`src/rtl/nrzi_pkg.sv`:
```
// Shared constants and types for the NRZI receive deserialiser.
//   DATA_W      payload byte width
//   SYNC_FLAG   opening/closing frame flag
//   MAX_FRAME   payload bytes allowed per frame before abort
//   BYTE_CNT_W  width of the per-frame byte counter (holds 0..MAX_FRAME)
//   BIT_CNT_W   width of the bit-within-byte counter
//   state_e     framing FSM states
package nrzi_pkg;

    localparam int unsigned DATA_W     = 8;
    localparam logic [7:0]  SYNC_FLAG  = 8'h7E;
    localparam int unsigned MAX_FRAME  = 16;
    localparam int unsigned BYTE_CNT_W = $clog2(MAX_FRAME + 1);
    localparam int unsigned BIT_CNT_W  = 3;

    typedef enum logic {
        HUNT = 1'b0,
        RECV = 1'b1
    } state_e;

endpackage

```
`src/rtl/nrzi_rx_deser_if.sv`:
```
// Byte hand-off channel from the deserialiser to its consumer.
//   data_out    received payload byte (producer -> consumer)
//   data_valid  byte available (producer -> consumer)
//   data_ready  consumer accepts the byte (consumer -> producer)
interface nrzi_rx_deser_if;
    import nrzi_pkg::*;

    logic [DATA_W-1:0] data_out;
    logic              data_valid;
    logic              data_ready;

    modport master (
        output data_out,
        output data_valid,
        input  data_ready
    );

    modport slave (
        input  data_out,
        input  data_valid,
        output data_ready
    );

endinterface

```
`src/rtl/nrzi_bit_decoder.sv`:
```
// NRZI line decoder: a held line is a 1, a toggled line is a 0.
//   clock, reset  system clock, async active-low reset
//   rx_in         synchronised NRZI line
//   rx_en         bit strobe; rx_in only meaningful when high
//   dec_bit_c     decoded bit for the current strobe (combinational)
//   bit_stb_c     decoded bit is valid this cycle (combinational)
module nrzi_bit_decoder (
    input  logic clock,
    input  logic reset,
    input  logic rx_in,
    input  logic rx_en,
    output logic dec_bit_c,
    output logic bit_stb_c
);

    logic prev_line_q;

    // Previous line level; idle line is high so it resets to 1.
    always_ff @(posedge clock or negedge reset) begin
        if (!reset) begin
            prev_line_q <= 1'b1;
        end else if (rx_en) begin
            prev_line_q <= rx_in;
        end
    end

    assign dec_bit_c = (rx_in == prev_line_q);
    assign bit_stb_c = rx_en;

endmodule

```
`src/rtl/nrzi_rx_deser.sv`:
```
// NRZI receive deserialiser: flag hunt, LSB-first byte assembly,
// single-entry holding register with valid/ready hand-off.
//   clock, reset  system clock, async active-low reset
//   rx_in, rx_en  NRZI line and bit strobe
//   dout          byte channel (master side)
//   frame_active  high between opening flag and closing flag / abort
//   frame_end     one-cycle pulse on closing flag
//   err_length    one-cycle pulse when a frame exceeds MAX_FRAME bytes
//   err_overrun   sticky; byte dropped because holding register was full
//   clr_err       synchronous clear of err_overrun
module nrzi_rx_deser
    import nrzi_pkg::*;
(
    input  logic                   clock,
    input  logic                   reset,
    input  logic                   rx_in,
    input  logic                   rx_en,
    input  logic                   clr_err,
    nrzi_rx_deser_if.master        dout,
    output logic                   frame_active,
    output logic                   frame_end,
    output logic                   err_length,
    output logic                   err_overrun
);

    logic dec_bit_c;
    logic bit_stb_c;

    nrzi_bit_decoder u_dec (
        .clock     (clock),
        .reset     (reset),
        .rx_in     (rx_in),
        .rx_en     (rx_en),
        .dec_bit_c (dec_bit_c),
        .bit_stb_c (bit_stb_c)
    );

    state_e                state_q,        state_d;
    logic [7:0]            hunt_q,         hunt_d;
    logic [DATA_W-1:0]     shift_q,        shift_d;
    logic [BIT_CNT_W-1:0]  bit_cnt_q,      bit_cnt_d;
    logic [BYTE_CNT_W-1:0] byte_cnt_q,     byte_cnt_d;
    logic                  frame_active_q, frame_active_d;
    logic                  frame_end_q,    frame_end_d;
    logic                  err_length_q,   err_length_d;
    logic                  err_overrun_q,  err_overrun_d;
    logic [DATA_W-1:0]     data_out_q,     data_out_d;
    logic                  data_valid_q,   data_valid_d;
    logic                  new_byte_c;

    // State register.
    always_ff @(posedge clock or negedge reset) begin
        if (!reset) begin
            state_q        <= HUNT;
            hunt_q         <= '0;
            shift_q        <= '0;
            bit_cnt_q      <= '0;
            byte_cnt_q     <= '0;
            frame_active_q <= 1'b0;
            frame_end_q    <= 1'b0;
            err_length_q   <= 1'b0;
            err_overrun_q  <= 1'b0;
            data_out_q     <= '0;
            data_valid_q   <= 1'b0;
        end else begin
            state_q        <= state_d;
            hunt_q         <= hunt_d;
            shift_q        <= shift_d;
            bit_cnt_q      <= bit_cnt_d;
            byte_cnt_q     <= byte_cnt_d;
            frame_active_q <= frame_active_d;
            frame_end_q    <= frame_end_d;
            err_length_q   <= err_length_d;
            err_overrun_q  <= err_overrun_d;
            data_out_q     <= data_out_d;
            data_valid_q   <= data_valid_d;
        end
    end

    // Framing FSM: flag hunt, byte assembly, closing flag and length abort.
    always_comb begin
        state_d        = state_q;
        hunt_d         = hunt_q;
        shift_d        = shift_q;
        bit_cnt_d      = bit_cnt_q;
        byte_cnt_d     = byte_cnt_q;
        frame_active_d = frame_active_q;
        frame_end_d    = 1'b0;
        err_length_d   = 1'b0;
        new_byte_c     = 1'b0;

        if (bit_stb_c) begin
            case (state_q)
                HUNT: begin
                    hunt_d = {dec_bit_c, hunt_q[7:1]};
                    if (hunt_d == SYNC_FLAG) begin
                        state_d        = RECV;
                        bit_cnt_d      = '0;
                        byte_cnt_d     = '0;
                        frame_active_d = 1'b1;
                    end
                end
                RECV: begin
                    shift_d   = {dec_bit_c, shift_q[DATA_W-1:1]};
                    bit_cnt_d = bit_cnt_q + BIT_CNT_W'(1);
                    if (bit_cnt_q == BIT_CNT_W'(7)) begin
                        if (shift_d == SYNC_FLAG) begin
                            frame_end_d    = 1'b1;
                            frame_active_d = 1'b0;
                            state_d        = HUNT;
                            hunt_d         = '0;
                        end else if (byte_cnt_q == BYTE_CNT_W'(MAX_FRAME)) begin
                            err_length_d   = 1'b1;
                            frame_active_d = 1'b0;
                            state_d        = HUNT;
                            hunt_d         = '0;
                        end else begin
                            byte_cnt_d = byte_cnt_q + BYTE_CNT_W'(1);
                            new_byte_c = 1'b1;
                        end
                    end
                end
                default: begin
                    state_d = HUNT;
                end
            endcase
        end
    end

    // Holding register: a new byte may load on the same edge the old one drains.
    always_comb begin
        data_out_d    = data_out_q;
        data_valid_d  = data_valid_q;
        err_overrun_d = err_overrun_q;

        if (clr_err) begin
            err_overrun_d = 1'b0;
        end

        if (new_byte_c) begin
            if (!data_valid_q || dout.data_ready) begin
                data_out_d   = shift_d;
                data_valid_d = 1'b1;
            end else begin
                err_overrun_d = 1'b1;
            end
        end else if (data_valid_q && dout.data_ready) begin
            data_valid_d = 1'b0;
        end
    end

    assign dout.data_out   = data_out_q;
    assign dout.data_valid = data_valid_q;
    assign frame_active    = frame_active_q;
    assign frame_end       = frame_end_q;
    assign err_length      = err_length_q;
    assign err_overrun     = err_overrun_q;

endmodule

```
`src/flat_wrapper.sv`:
```
// flat-port wrapper written by rule: the top's interface ports become plain ports
module nrzi_rx_deser_flat import nrzi_pkg::*;
  (clock, reset, rx_in, rx_en, clr_err, frame_active, frame_end, err_length, err_overrun, dout_data_out, dout_data_valid, dout_data_ready);
  nrzi_rx_deser_if dout_i ();
  input  logic clock;
  input  logic reset;
  input  logic rx_in;
  input  logic rx_en;
  input  logic clr_err;
  output logic frame_active;
  output logic frame_end;
  output logic err_length;
  output logic err_overrun;
  output wire logic [$bits(dout_i.data_out)-1:0] dout_data_out;
  output wire logic [$bits(dout_i.data_valid)-1:0] dout_data_valid;
  input wire logic [$bits(dout_i.data_ready)-1:0] dout_data_ready;
  assign dout_data_out = dout_i.data_out;
  assign dout_data_valid = dout_i.data_valid;
  assign dout_i.data_ready = dout_data_ready;
  nrzi_rx_deser u_core (.clock(clock), .reset(reset), .rx_in(rx_in), .rx_en(rx_en), .clr_err(clr_err), .dout(dout_i), .frame_active(frame_active), .frame_end(frame_end), .err_length(err_length), .err_overrun(err_overrun));
endmodule
```
`config.mk`:
```
export PLATFORM = sky130hd
export DESIGN_NAME = nrzi_rx_deser_flat
export DESIGN_NICKNAME = d
export VERILOG_FILES = /design/src/rtl/nrzi_pkg.sv /design/src/rtl/nrzi_rx_deser_if.sv /design/src/rtl/nrzi_bit_decoder.sv /design/src/rtl/nrzi_rx_deser.sv /design/src/flat_wrapper.sv
export SDC_FILE = /design/constraint.sdc
export NUM_CORES = 1
export LEC_CHECK = 0
export ABC_AREA = 1
export ABC_CLOCK_PERIOD_IN_PS = 1800
export CAP_MARGIN = 20
export CORE_MARGIN = 2
export CORE_UTILIZATION = 55
export DETAILED_ROUTE_END_ITERATION = 7
export PLACE_DENSITY = 0.8
export SYNTH_ARGS = -nofsm -noshare
export SYNTH_HDL_FRONTEND = slang
export SYNTH_SLANG_ARGS = --single-unit
```
`constraint.sdc`:
```
create_clock -name clock -period 1.8 [get_ports clock]
set_clock_uncertainty 0.2 [all_clocks]
set_input_delay 0.18 -clock clock [delete_from_list [all_inputs] [get_ports clock]]
set_output_delay 0.18 -clock clock [all_outputs]
set_load 0.02 [all_outputs]
```
==> results of run 1 <==
-- final timing paths --
kind	start	to	slack, ps	cells after the start
setup / recovery	u_core.bit_cnt_q[0]$_DFFE_PN0P_	u_core.byte_cnt_q[0]$_DFFE_PN0P_	40	9
hold / removal	reset	u_core.bit_cnt_q[2]$_DFFE_PN0P_	100	2
setup reg to reg	u_core.bit_cnt_q[0]$_DFFE_PN0P_	u_core.byte_cnt_q[0]$_DFFE_PN0P_	40	9
hold reg to reg	u_core.frame_active$_DFFE_PN0P_	u_core.frame_active$_DFFE_PN0P_	280	2
max in group asynchronous	reset	u_core.byte_cnt_q[2]$_DFFE_PN0P_	840	3
min in group clock	clr_err	u_core.err_overrun$_DFF_PN0_	200	4
-- power by group through the flow --
stage               Combinational (uW)  Clock, uW  Sequential [uW]
floorplan                          314          0             1210
global placement                   672          0             1130
detailed placement                 690          0             1140
CTS                                697        485             1120
global route                       784        526             1140
finish                             701        475             1120
-- repair_timing --
action                     4_1_cts  5_1_grt
gates resized for setup          0        3
pin swaps                        1        2
hold endpoints to repair        38        0
hold buffers                     1        0
setup endpoints to repair        1        7
cloned                           0        0
buffers inserted                 0        1
-- per-stage QoR --
stage / TNS, ps / setup WS (ps)
2_1_floorplan: 0 / 198
3_3_place_gp: 0 / 16.3
3_5_place_dp: -18.2 / -13.2
4_1_cts: 0 / 3.72
5_1_grt: -10.9 / -10.9
6_report: 0 / 37.0
-- per-layer routing --
metal	vias to the layer above	GRT usage, %
li1	759	-
met1	724	30.9
met2	25	36.2
met3	5	6.51
met4	0	10.6
met5	-	0
-- logic make-up (layout without fill, tap and decap cells) --
kind of cell               Yosys count  in the layout
buffers and inverters               22             58
adders and majority gates            4              4
AOI/OAI and AO/OA                    9              9
and+or+nand+nor                    141            141
DFF                                 38             38
xor gates and xnor gates             1              1
-- cells in the final DEF (no fill, tap or decap), types with 2 or more instances in the layout --
cell type        instances
nor2_1                  12
clkdlybuf4s50_1         17
nor2_4                   2
nand2_2                  3
clkbuf_4                 5
inv_1                   14
o21ai_0                  4
inv_4                    2
nand2_1                 87
nand4_1                  8
ha_1                     3
dfrtp_1                 37
nand3_1                 23
o21ai_1                  5
buf_4                   13
-- registers in the layout (all words and copies together), names as in the netlist --
| name | cells |
|---|---|
| u_core.dout.data_out | 8 |
| u_core.shift_q | 8 |
| u_core.hunt_q | 7 |
| u_core.byte_cnt_q | 5 |
| u_core.bit_cnt_q | 3 |
| u_core.dout.data_valid | 1 |
| u_core.err_length | 1 |
| u_core.err_overrun | 1 |
| u_core.frame_active | 1 |
| u_core.frame_end | 1 |
| u_core.state_q | 1 |
| u_core.u_dec.prev_line_q | 1 |
-- area by class of cell --
type                       instances  area share (%)
clock buffer                       6            2.32
clock inverter                     2           0.565
inverter                          17            3.11
multi-input combinational        155            34.9
sequential                        38            43.0
tap                               44            2.49
timing repair buffer              33            13.7
==> run summary, run 1 <==
The run finished with clean final reports. The commonest cells after synthesis are nand2_1 (88), dfrtp_1 (37), nand3_1 (23), inv_1 (14), nor2_1 (12). Net switching is 33.9% of the power. The tools report the number of optimization iterations in the first detailed-route pass as 4. The xor and xnor fraction of the mapped netlist area came out at 0.484%. Summed over all layers, the routed wires come to 3.66 mm. For this run the aggregate overflow at the end of global routing stands at 0.

Synthesized area per cell: 8.42 um^2. The clock slew seen by the registers of the worst setup and hold paths came out at 110 ps. Startpoint-to-endpoint class of the critical path: flop to flop. The clock network accounts for 20.7% of the total power. Entering global routing, the biggest net connects 22 pins.

The maximum fanout count along the critical path came out at 4. Using the TritonRoute via totals, the vias-per-cell ratio works out to 5.13. Global-route wire length before repair: 6.23 mm. The number of nets handed over by synthesis was 225. The final design utilization was 71.4%; the required time at the endpoint of the critical path was 1840 ps. The critical path contains buffers and inverters numbering 2 combined. The share of the clock period used by the worst path is 97.9%. In this design, the stage delay of the slowest critical-path cell is 420 ps. The post-DP HPWL was 2.67 mm.

The share of synthesized area in the top cell type comes to 51.2%. The count of clock tree sinks is 38, and the final antenna-violating net count is 0. The design draws 2300 uW. Summed over all nets, the switching power comes to 780 uW. The proportion of synthesized area in mux cells was 0%; the post-synthesis share of cell area spent on and, or, nand and nor gates was 36.2%. The hold slack is 104 ps, and the final number of max-transition violations is 0. The run gives 0.00114 uW as the leakage power. For this run, the leading register cell type out of synthesis is dfrtp_1. For the count of synthesis-stage warnings from yosys, the log shows 0.

The area of the core came out at 3100 um^2. Traced cell by cell, the critical path runs through ha_1 -> ha_2 -> nor2_4 -> nor2_8 -> nand2_4 -> inv_4 -> buf_4 -> nand4_1 -> nand2_1. The cell area after placement is 2120 um^2.

The share of synthesized registers carrying an async set or reset works out to 100%. Ranked by total cell area, the synthesized netlist is headed by dfrtp_1 (51%), nand2_1 (18%), nand3_1 (6.4%), inv_1 (2.9%), ha_1 (2.8%). The logs give 340 ps for the clock insertion delay at the later pin of the skew report and 1,368 for the via count of the first global-routing pass.

In the final routing, the length of wire on met1 measures 1.68 mm. On the critical path, the stage with the largest delay is an instance of dfrtp_1. The cell type contributing the most total cell area after synthesis is dfrtp_1. The power density normalized to cell area is 1040 nW/um^2.

The count of filler cells inserted in the layout was 246. The cell family contributing the most delay on the critical path is simple AND/OR/NAND/NOR gates. Counting distinct cell types in the post-synthesis netlist gives 23. The logs give 0 for the number of antenna violations at the first check in global routing and 1810 ps for the signal arrival time at the worst endpoint.

The worst-case IR drop observed on VDD is 0.000749 V. Total via count after detailed routing: 1,513. In this run the horizontal extent of the chip is 61.4 um. The transition time at the pin with the least slew margin was 430 ps.

For the fmax, the log shows 0.567 GHz. The worst min-delay path class is input port to async pin. After synthesis the cells add up to 1810 um^2. The clock passes through at most 2 buffers. The relative slew slack came out at 71.4%. For this run, the register share of the synthesized area comes to 52.6%. After the first detailed-routing iteration, the DRC count stood at 112. Summed over all nets, wire length on met3 after detailed routing comes to 126 um. Across the run, the number of max-cap violations was 0. The number of flip-flops and latches in the synthesized netlist was 38. The tools report the number of levels the H-tree was split into as 2. The time the final worst path needs with I/O delays and setup is 1760 ps. In this run the count of I/O pins placed on the die edge is 19.

The tools report the element type at the critical path end as a flop. The worst setup path is launched from a flop. The share of total power dissipated in combinational logic is 30.5%. The global-route usage over all layers was 23.4%; the signed area change from the synthesized netlist to the final layout was 22.4%. After synthesis, the largest family of logic cells by area is simple AND/OR/NAND/NOR gates.

Synthesis handed over a netlist of 215 instances. The cell area after layout was 2210 um^2; the register share of total power was 48.9%. The initial standard-cell utilization of the core was 58.3%; the final routed wire length divided by cell count was 12.4 um. CTS buffer count: 5.

Leading cell type by number of instances after synthesis: nand2_1. The highest routing layer actually used is met4. Master cell of the clock root buffer: clkbuf_4. Total of endpoints with negative setup slack in the final report: 0. The hold violation total from the final report came out at 0. The number of synthesized flops with an enable pin works out to 0. The proportion of layout cells with a drive suffix above 1 came out at 15.1%. Summing all multi-input logic gate instances after layout gives 772 um^2.

From bottom edge to top edge, the die measures 61.4 um. Input and output buffers added on the ports amount to 18. Summing the areas of all compound-gate instances in the mapped netlist gives 2.49% of the synthesized area.

In this run the core area contains 20 standard-cell rows. TritonCTS built the clock tree. The net count reported at finish was 260; the area of all sequential standard cells was 952 um^2. The routed length on met2 was 1.78 mm; the internal cell power was 1520 uW.

Final weighted congestion in routability-driven placement: 0.824. The post-synthesis adder-cell area fraction came out at 2.77%. The repair_antennas step left the layout with diodes totalling 0.

The post-placement cell count is 285. After detailed routing, the number of remaining DRC violations is 0. Overall die area: 3760 um^2. The post-route non-filler standard cell count is 295.
No activity file was read; power rests on OpenSTA's default activity.
==> run 2, diff against run 1 <==
- SYNTH_HIERARCHICAL: unset -> 1
==> run summary, run 2 <==
The logs give 80 ps (+50 ps) for the setup slack on the worst flop-to-flop path and 1,242 (-9.2%) for the via count of the first global-routing pass. The tools report the overall die area as 3580 um^2 (-4.9%). Counting instances in the post-synthesis netlist gives the leading cell types as nand2_1 (93), dfrtp_1 (37), inv_1 (15), nor2_1 (12), nand3_1 (11). The power density normalized to cell area was 1010 nW/um^2 (-3.0%); the proportion of layout cells with a drive suffix above 1 was 17.6% (+2.5 points). The run finished with clean final reports.

Share of synthesized registers carrying an async set or reset: 100% (unchanged). In this run the critical register-to-register path is captured at u_core/dout.data_out[5]$_DFFE_PN0P_. The setup TNS is 0 ps (unchanged), and the count of synthesis-stage warnings from yosys is 6 (+6).

The run gives 241 (-2.0%) as the count of filler cells inserted in the layout. The library cell used most frequently in the layout, excluding fill and tap cells, is nand2_1. The most instantiated flip-flop cell in the synthesis netlist was dfrtp_1. For the number of remaining DRC errors, the log shows 0 (unchanged). The required time at the endpoint of the critical path was 1830 ps (about the same); the overall power after layout was 2160 uW (-6.1%).

The net count reported at finish was 247 (-5.0%); the chip width was 59.8 um (-2.5%). The number of primary I/O pins is 19 (unchanged), and the relative slew slack is 69.2% (-2.1 points). The number of flip-flops and latches in the synthesized netlist was 38 (unchanged). The fmax is 0.583 GHz (+2.7%), and the height of the die is 59.8 um (-2.5%). Yosys instantiated no cell more often than nand2_1.

The share of the clock period used by the worst path is 95.3% (-2.6 points), and the clock slew seen by the registers of the worst setup and hold paths is 120 ps (about the same). The area of the core was 3000 um^2 (-3.2%); the number of cells traversed by the worst register-to-register path was 8 (-1). For the post-placement cell count, the log shows 262 (-8.1%).

The run gives 340 ps (about the same) as the clock insertion delay at the later pin of the skew report. The run gives 25 (+8.7%) as the number of unique standard cell types used by synthesis. The synthesized area per cell is 8.44 um^2 (+0.34%). TritonCTS built the clock tree. Time the final worst path needs with I/O delays and setup: 1720 ps (-46.9 ps). The number of synthesized flops with an enable pin is 0 (unchanged), and the hold violation total from the final report is 0 (unchanged). Compared with the post-synthesis result, the final layout area differs by 25.1%. The tools report the global-route wire length before repair as 5.33 mm (-14%). The maximum number of pins on one net before global-route repair is 21 (-4.5%).

The area share of the largest cell type after synthesis is 54.0% (+2.8 points). The tools report the final number of max-transition violations as 0 (unchanged). The CTS buffer count is 5 (unchanged). The cell area after technology mapping is 1710 um^2 (-5.3%), and the number of levels the H-tree was split into is 2 (unchanged). The transition time at the pin with the least slew margin was 461 ps (+31.9 ps); the global route total overflow was 0 (unchanged).

The tools report the beginning of the worst register-to-register path as u_core/bit_cnt_q[0]$_DFFE_PN0P_. The number of antenna violations at the first check in global routing was 0 (unchanged); the antenna diode count was 0 (unchanged). The logs give 1,349 (-11%) for the total via count after detailed routing and 2.17 mm (-19%) for the post-DP HPWL. In the post-synthesis netlist, the biggest area contributors are dfrtp_1 (54%), nand2_1 (20%), inv_1 (3.3%), nand3_1 (3.2%), ha_1 (2.9%).

For the total length of routed wires, the log shows 3.20 mm (-13%). The synthesized instance count is 203 (-5.6%). The tree is rooted in a clkbuf_4.

The tools report the sequential-to-total area share from yosys stat as 55.5% (+2.9 points). The number of cell rows was 20 (unchanged). Maximum fanout count along the critical path: 8 (+4).

Leaving out fill and tap cells, the most frequent cells in the layout are nand2_1 (88), dfrtp_1 (37), clkdlybuf4s50_1 (17), inv_1 (13), nor2_1 (10). The max-capacitance violation count was 0 (unchanged). The total of endpoints with negative setup slack in the final report was 0 (unchanged).

The per-cell via count in the routed design is 4.98 (-2.9%), and the leakage power is 0.00113 uW (-0.72%). The tools report the element type at the critical path end as a flop. The worst supply voltage drop on vdd was 0.000720 V (-3.9%). Of all cell types, the one taking the most synthesized area is dfrtp_1. The final weighted congestion in routability-driven placement was 0.781 (-5.3%); the global-route usage over all layers was 20.0% (-3.4 points). By startpoint and endpoint, the worst setup path is classified as flop to flop. Initial standard-cell utilization of the core: 57.1% (-1.2 points). The worst setup path is launched from a flop. The post-route non-filler standard cell count came out at 271 (-8.1%). The run gives 0 (unchanged) as the final antenna-violating net count. The maximum clock insertion buffer count was 2 (unchanged); the synthesized net count was 213 (-5.3%).

The worst setup slack before clock tree synthesis came out at -200 ps (-187 ps). The count of clock tree sinks came out at 38 (unchanged). The iteration-0 DRC count of the detailed router came out at 37 (-67%). For the signal arrival time at the worst endpoint, the log shows 1750 ps (-60 ps). The final routed wire length divided by cell count came out at 11.8 um (-5.0%).

In this run the worst hold path is classified as input port to async pin. Number of optimization iterations in the first detailed-route pass: 4 (unchanged). The least setup slack across all paths after layout is 83.9 ps (+46.9 ps), and the number of input and output port buffers inserted is 18 (unchanged).
==> run 2: cell count changes in the layout (fill, tap and decap cells not counted), sizes merged, moves of 2 or more <==
cell / before / now
nand2: 91 / 96
nand4: 9 / 3
inv: 17 / 19
xor2: 0 / 2
o21ai: 9 / 6
nand3: 25 / 13
a21oi: 0 / 2
nor2: 15 / 13
buf: 15 / 11
==> run 2: kinds of logic (layout without fill, tap and decap cells) <==
kind of cell    Yosys count  count (layout)  share of synthesized area [%]
flops                    38              38                           55.5
fa+ha+maj                 4               4                           2.92
xor+xnor                  3               3                           1.53
buf+inv                  21              56                           4.96
compound gates           10              10                           3.14
simple gates            127             127                           31.9
==> run 2: routing by layer <==
metal / track usage [%] / up-vias / part of all wire (%)
met5: 0 / - / 0
met4: 7.62 / 0 / 1.4
met3: 4.76 / 6 / 2.7
met2: 30.0 / 22 / 48
met1: 28.2 / 621 / 48
li1: - / 700 / -
==> run 2: critical path, stage by stage (launching register included) <==
cell and delay, ps:
dfrtp_1 400, ha_1 170, ha_1 180, inv_1 100, nor2_4 140, nand4_4 120
buf_4 190, nand2_1 60, nand2_1 50
==> run 2: how the worst max path moves through the flow <==
stage / depth (start not counted) / slack [ps] / startpoint / end
6_report: 8 / 80 / u_core/bit_cnt_q[0]$_DFFE_PN0P_ / u_core/dout.data_out[5]$_DFFE_PN0P_
5_1_grt: 8 / -30 / u_core/bit_cnt_q[0]$_DFFE_PN0P_ / u_core/dout.data_out[7]$_DFFE_PN0P_
3_3_place_gp: 12 / -170 / rx_in / u_core/hunt_q[7]$_DFFE_PN0P_
2_1_floorplan: 11 / 150 / u_core/u_dec/prev_line_q$_DFFE_PN1P_ / u_core/byte_cnt_q[2]$_DFFE_PN0P_
4_1_cts: 11 / 2 / u_core/u_dec/prev_line_q$_DFFE_PN1P_ / u_core/byte_cnt_q[1]$_DFFE_PN0P_
3_5_place_dp: 12 / -200 / rx_in / u_core/hunt_q[7]$_DFFE_PN0P_
==> run 2: layout make-up <==
cell class | instances | area (um^2) | area share (%)
inverters | 19 | 73.8 | 3.44
repair buffers | 29 | 277 | 12.9
flip-flops and latches | 38 | 952 | 44.4
clock buffers | 6 | 41.3 | 1.93
multi-input cells | 144 | 749 | 34.9
clock inverters | 2 | 10.0 | 0.467
well taps | 33 | 41.3 | 1.93
==> run 2: what timing repair did <==
action                     4_1_cts  5_1_grt
buffers inserted                 1        0
pin swaps                        1        6
hold buffers                     1        0
setup endpoints to repair       12       25
hold endpoints to repair        38        0
gates resized for setup          4       18
==> run 2: where the power goes <==
part	switching, uW	internal [uW]
logic	347	283
registers	107	1000
clock network	270	149
total	724	1430
==> run 2: through the flow <==
| step | hold slack, ps | area, um^2 | utilization [%] |
|---|---|---|---|
| after floorplan | -316 | 1710 | - |
| after global placement | -43.9 | 2010 | 66.8 |
| after detailed placement | -37.5 | 2010 | 66.8 |
| after CTS | 117 | 2090 | 69.6 |
| after global routing | 154 | 2140 | 71.4 |
| final | 110 | 2140 | 71.4 |
==> run 3, diff against run 2 <==
- CORE_UTILIZATION: 55 -> 30
- PLACE_DENSITY: 0.8 -> 0.5
- SYNTH_HIERARCHICAL: 1 -> unset
==> run summary, run 3 (synthesis gave the netlist of run 1 again) <==
The run gives 6670 um^2 (+86%) as the overall die area. The most common library cell in the layout ignoring fill and taps is nand2_1. The leakage power was 0.00118 uW (+3.6%). The share of the clock period used by the worst path is 94.9% (-0.47 points). Final number of max-transition violations: 0 (unchanged).

The maximum single-stage delay on the critical path is 400 ps (about the same), and the net count reported at finish is 263 (+6.5%). The run finished with clean final reports. The register share of total power is 44.7% (-6.7 points). The proportion of layout cells with a drive suffix above 1 works out to 16.1% (-1.5 points). The power density normalized to cell area is 1090 nW/um^2 (+8.3%). Element type at the critical path start: a flop. Fraction of power spent switching nets: 31.0% (-2.5 points).

Clock slew seen by the registers of the worst setup and hold paths: 70 ps (-50 ps). Setup repair after global routing left no endpoint under its margin. The count of clock tree sinks is 38 (unchanged). STA classifies the critical path endpoint as a flop. Number of levels the H-tree was split into: 2 (unchanged). The number of cell rows was 28 (+40%). The number of primary I/O pins was 19 (unchanged); the portion of total power attributed to the clock network was 27.9% (+8.5 points). The count of buffer and inverter cells on the critical path was 2 (unchanged).

The post-DP HPWL is 2.76 mm (+27%). The area of the core was 5890 um^2 (+96%); the signed area change from the synthesized netlist to the final layout was 28.4%. For the reported net switching power, the log shows 787 uW (+8.6%). The maximum fanout count along the critical path was 4 (-4).

The tools report the master cell of the clock root buffer as clkbuf_8. The tools report the count of filler cells inserted in the layout as 625 (+160%). For the required time at the endpoint of the critical path, the log shows 1780 ps (-50 ps). Iteration-0 DRC count of the detailed router: 91 (+150%).

The max-capacitance violation count is 0 (unchanged). The path class of the tightest hold or removal check is input port to async pin. For the final antenna-violating net count, the log shows 0 (unchanged). The transition time at the pin with the least slew margin came out at 417 ps (-44.3 ps). In the layout the commonest cells are nand2_1 (88), dfrtp_1 (37), nand3_1 (23), clkdlybuf4s50_1 (17), buf_4 (16). The chip width works out to 81.7 um (+36%). TritonCTS built the clock tree. The fmax came out at 0.586 GHz (+0.49%).

For the setup TNS, the log shows 0 ps (unchanged). The number of input and output port buffers inserted works out to 18 (unchanged). The relative slew slack was 72.2% (+3.0 points); the final routed wire length divided by cell count was 11.3 um (-3.8%). For the number of antenna violations at the first check in global routing, the log shows 0 (unchanged). The run gives 2530 uW (+17%) as the overall power after layout. The global-route wire length before repair came out at 6.40 mm (+20%). The total length of routed wires came out at 3.73 mm (+17%). The signal arrival time at the worst endpoint is 1680 ps (-70 ps), and the number of remaining DRC errors is 0 (unchanged). The tools report the clock insertion delay at the later pin of the skew report as 290 ps (-50 ps). The total of endpoints with negative setup slack in the final report was 0 (unchanged). The slowest cell on the critical path was dfrtp_1. The critical path is of the flop to flop type.

The tools report the maximum number of pins on one net before global-route repair as 23 (+9.5%). The time the final worst path needs with I/O delays and setup is 1710 ps (-8.39 ps), and the maximum clock insertion buffer count is 2 (unchanged). The run gives 0.750 (-3.9%) as the final weighted congestion in routability-driven placement. The height of the die was 81.7 um (+36%); the initial standard-cell utilization of the core was 30.7% (-26 points). Cell area after layout: 2320 um^2 (+8.3%). The number of optimization iterations in the first detailed-route pass is 4 (unchanged).

The logs give 1,376 (+11%) for the via count of the first global-routing pass and 0 (unchanged) for the hold violation total from the final report. The internal cell power was 1750 uW (+22%); the CTS buffer count was 5 (unchanged). The global-route usage over all layers was 12.6% (-7.4 points); the global route total overflow was 0 (unchanged).

The tools report the total via count after detailed routing as 1,466 (+8.7%). Grouping stages by cell kind, the critical path spends the most delay in simple AND/OR/NAND/NOR gates. The per-cell via count in the routed design is 4.46 (-10%). The cell area after placement is 2190 um^2 (+9.2%), and the worst supply voltage drop on vdd is 0.000697 V (-3.2%). Walking the worst path, the cells encountered are ha_2 -> ha_4 -> nor2_4 -> nor2_8 -> nand2_4 -> inv_4 -> buf_4 -> nand4_1 -> nand2_1. For the antenna diode count, the log shows 0 (unchanged). For the combinational share of power, the log shows 27.4% (-1.8 points).
run 3: cell count changes in the layout (fill, tap and decap cells not counted), moves of 3 or more:
cell      delta
buf_4        +8
clkbuf_4     -5
clkbuf_8     +5
inv_2        -4
nand2_4      -3
nand3_1     +15
nand4_1      +6
run 3: routing by layer:
layer,share of wire [%],GRT usage (%),routed length (um),vias up
met5,0,0,0,-
met3,3.3,3.30,122,6
met2,44,18.6,1630,19
met1,52,18.1,1930,675
met4,1.4,4.00,53,0
li1,-,-,-,766
run 3: final timing paths:
check,start,endpoint,slack [ps],depth (start not counted)
worst max-delay path,u_core.bit_cnt_q[0]$_DFFE_PN0P_,u_core.byte_cnt_q[0]$_DFFE_PN0P_,90,9
worst min-delay path,reset,u_core.hunt_q[6]$_DFFE_PN0P_,160,2
worst max register to register,u_core.bit_cnt_q[0]$_DFFE_PN0P_,u_core.byte_cnt_q[0]$_DFFE_PN0P_,90,9
worst min register to register,u_core.dout.data_out[0]$_DFFE_PN0P_,u_core.dout.data_out[0]$_DFFE_PN0P_,280,2
max in group asynchronous,reset,u_core.byte_cnt_q[3]$_DFFE_PN0P_,790,3
min in group clock,clr_err,u_core.err_overrun$_DFF_PN0_,270,4
run 3: worst register-to-register path, cell delays in order (launching register included):
cell	delay (ps)
dfrtp_1	400
ha_2	200
ha_4	170
nor2_4	150
nor2_8	50
nand2_4	90
inv_4	50
buf_4	130
nand4_1	80
nand2_1	70
run 3: power groups by stage:
stage | clock, uW | sequential (uW) | combinational [uW]
floorplan | 0 | 1210 | 314
global placement | 0 | 1140 | 687
detailed placement | 0 | 1140 | 685
CTS | 733 | 1130 | 690
global route | 775 | 1160 | 786
finish | 706 | 1130 | 693
run 3: cell type report:
type,instances,area [um^2],area share (%)
clock buffer,5,68.8,2.96
clock inverter,3,40.0,1.72
inverter,17,68.8,2.96
multi-input combinational,155,774,33.3
sequential,38,952,41.0
tap,75,93.8,4.04
timing repair buffer,36,325,14.0
run 3: per-stage QoR:
step	std cells	worst slack [ps]	util (%)	hold slack (ps)
3_5_place_dp	320	1.45	37.2	-58.7
6_report	329	92.3	39.5	156
4_1_cts	329	20.7	39.2	161
5_1_grt	329	17.4	39.5	198
3_3_place_gp	320	-28.1	37.2	-59.9
2_1_floorplan	215	198	-	-316
run 3: timing repair:
action / in CTS / in global routing
buffers inserted: 0 / 0
setup endpoints to repair: 1 / 7
endpoints found under the hold margin: 38 / 0
gates resized for setup: 0 / 3
hold buffers: 1 / 0
pin swaps: 1 / 1
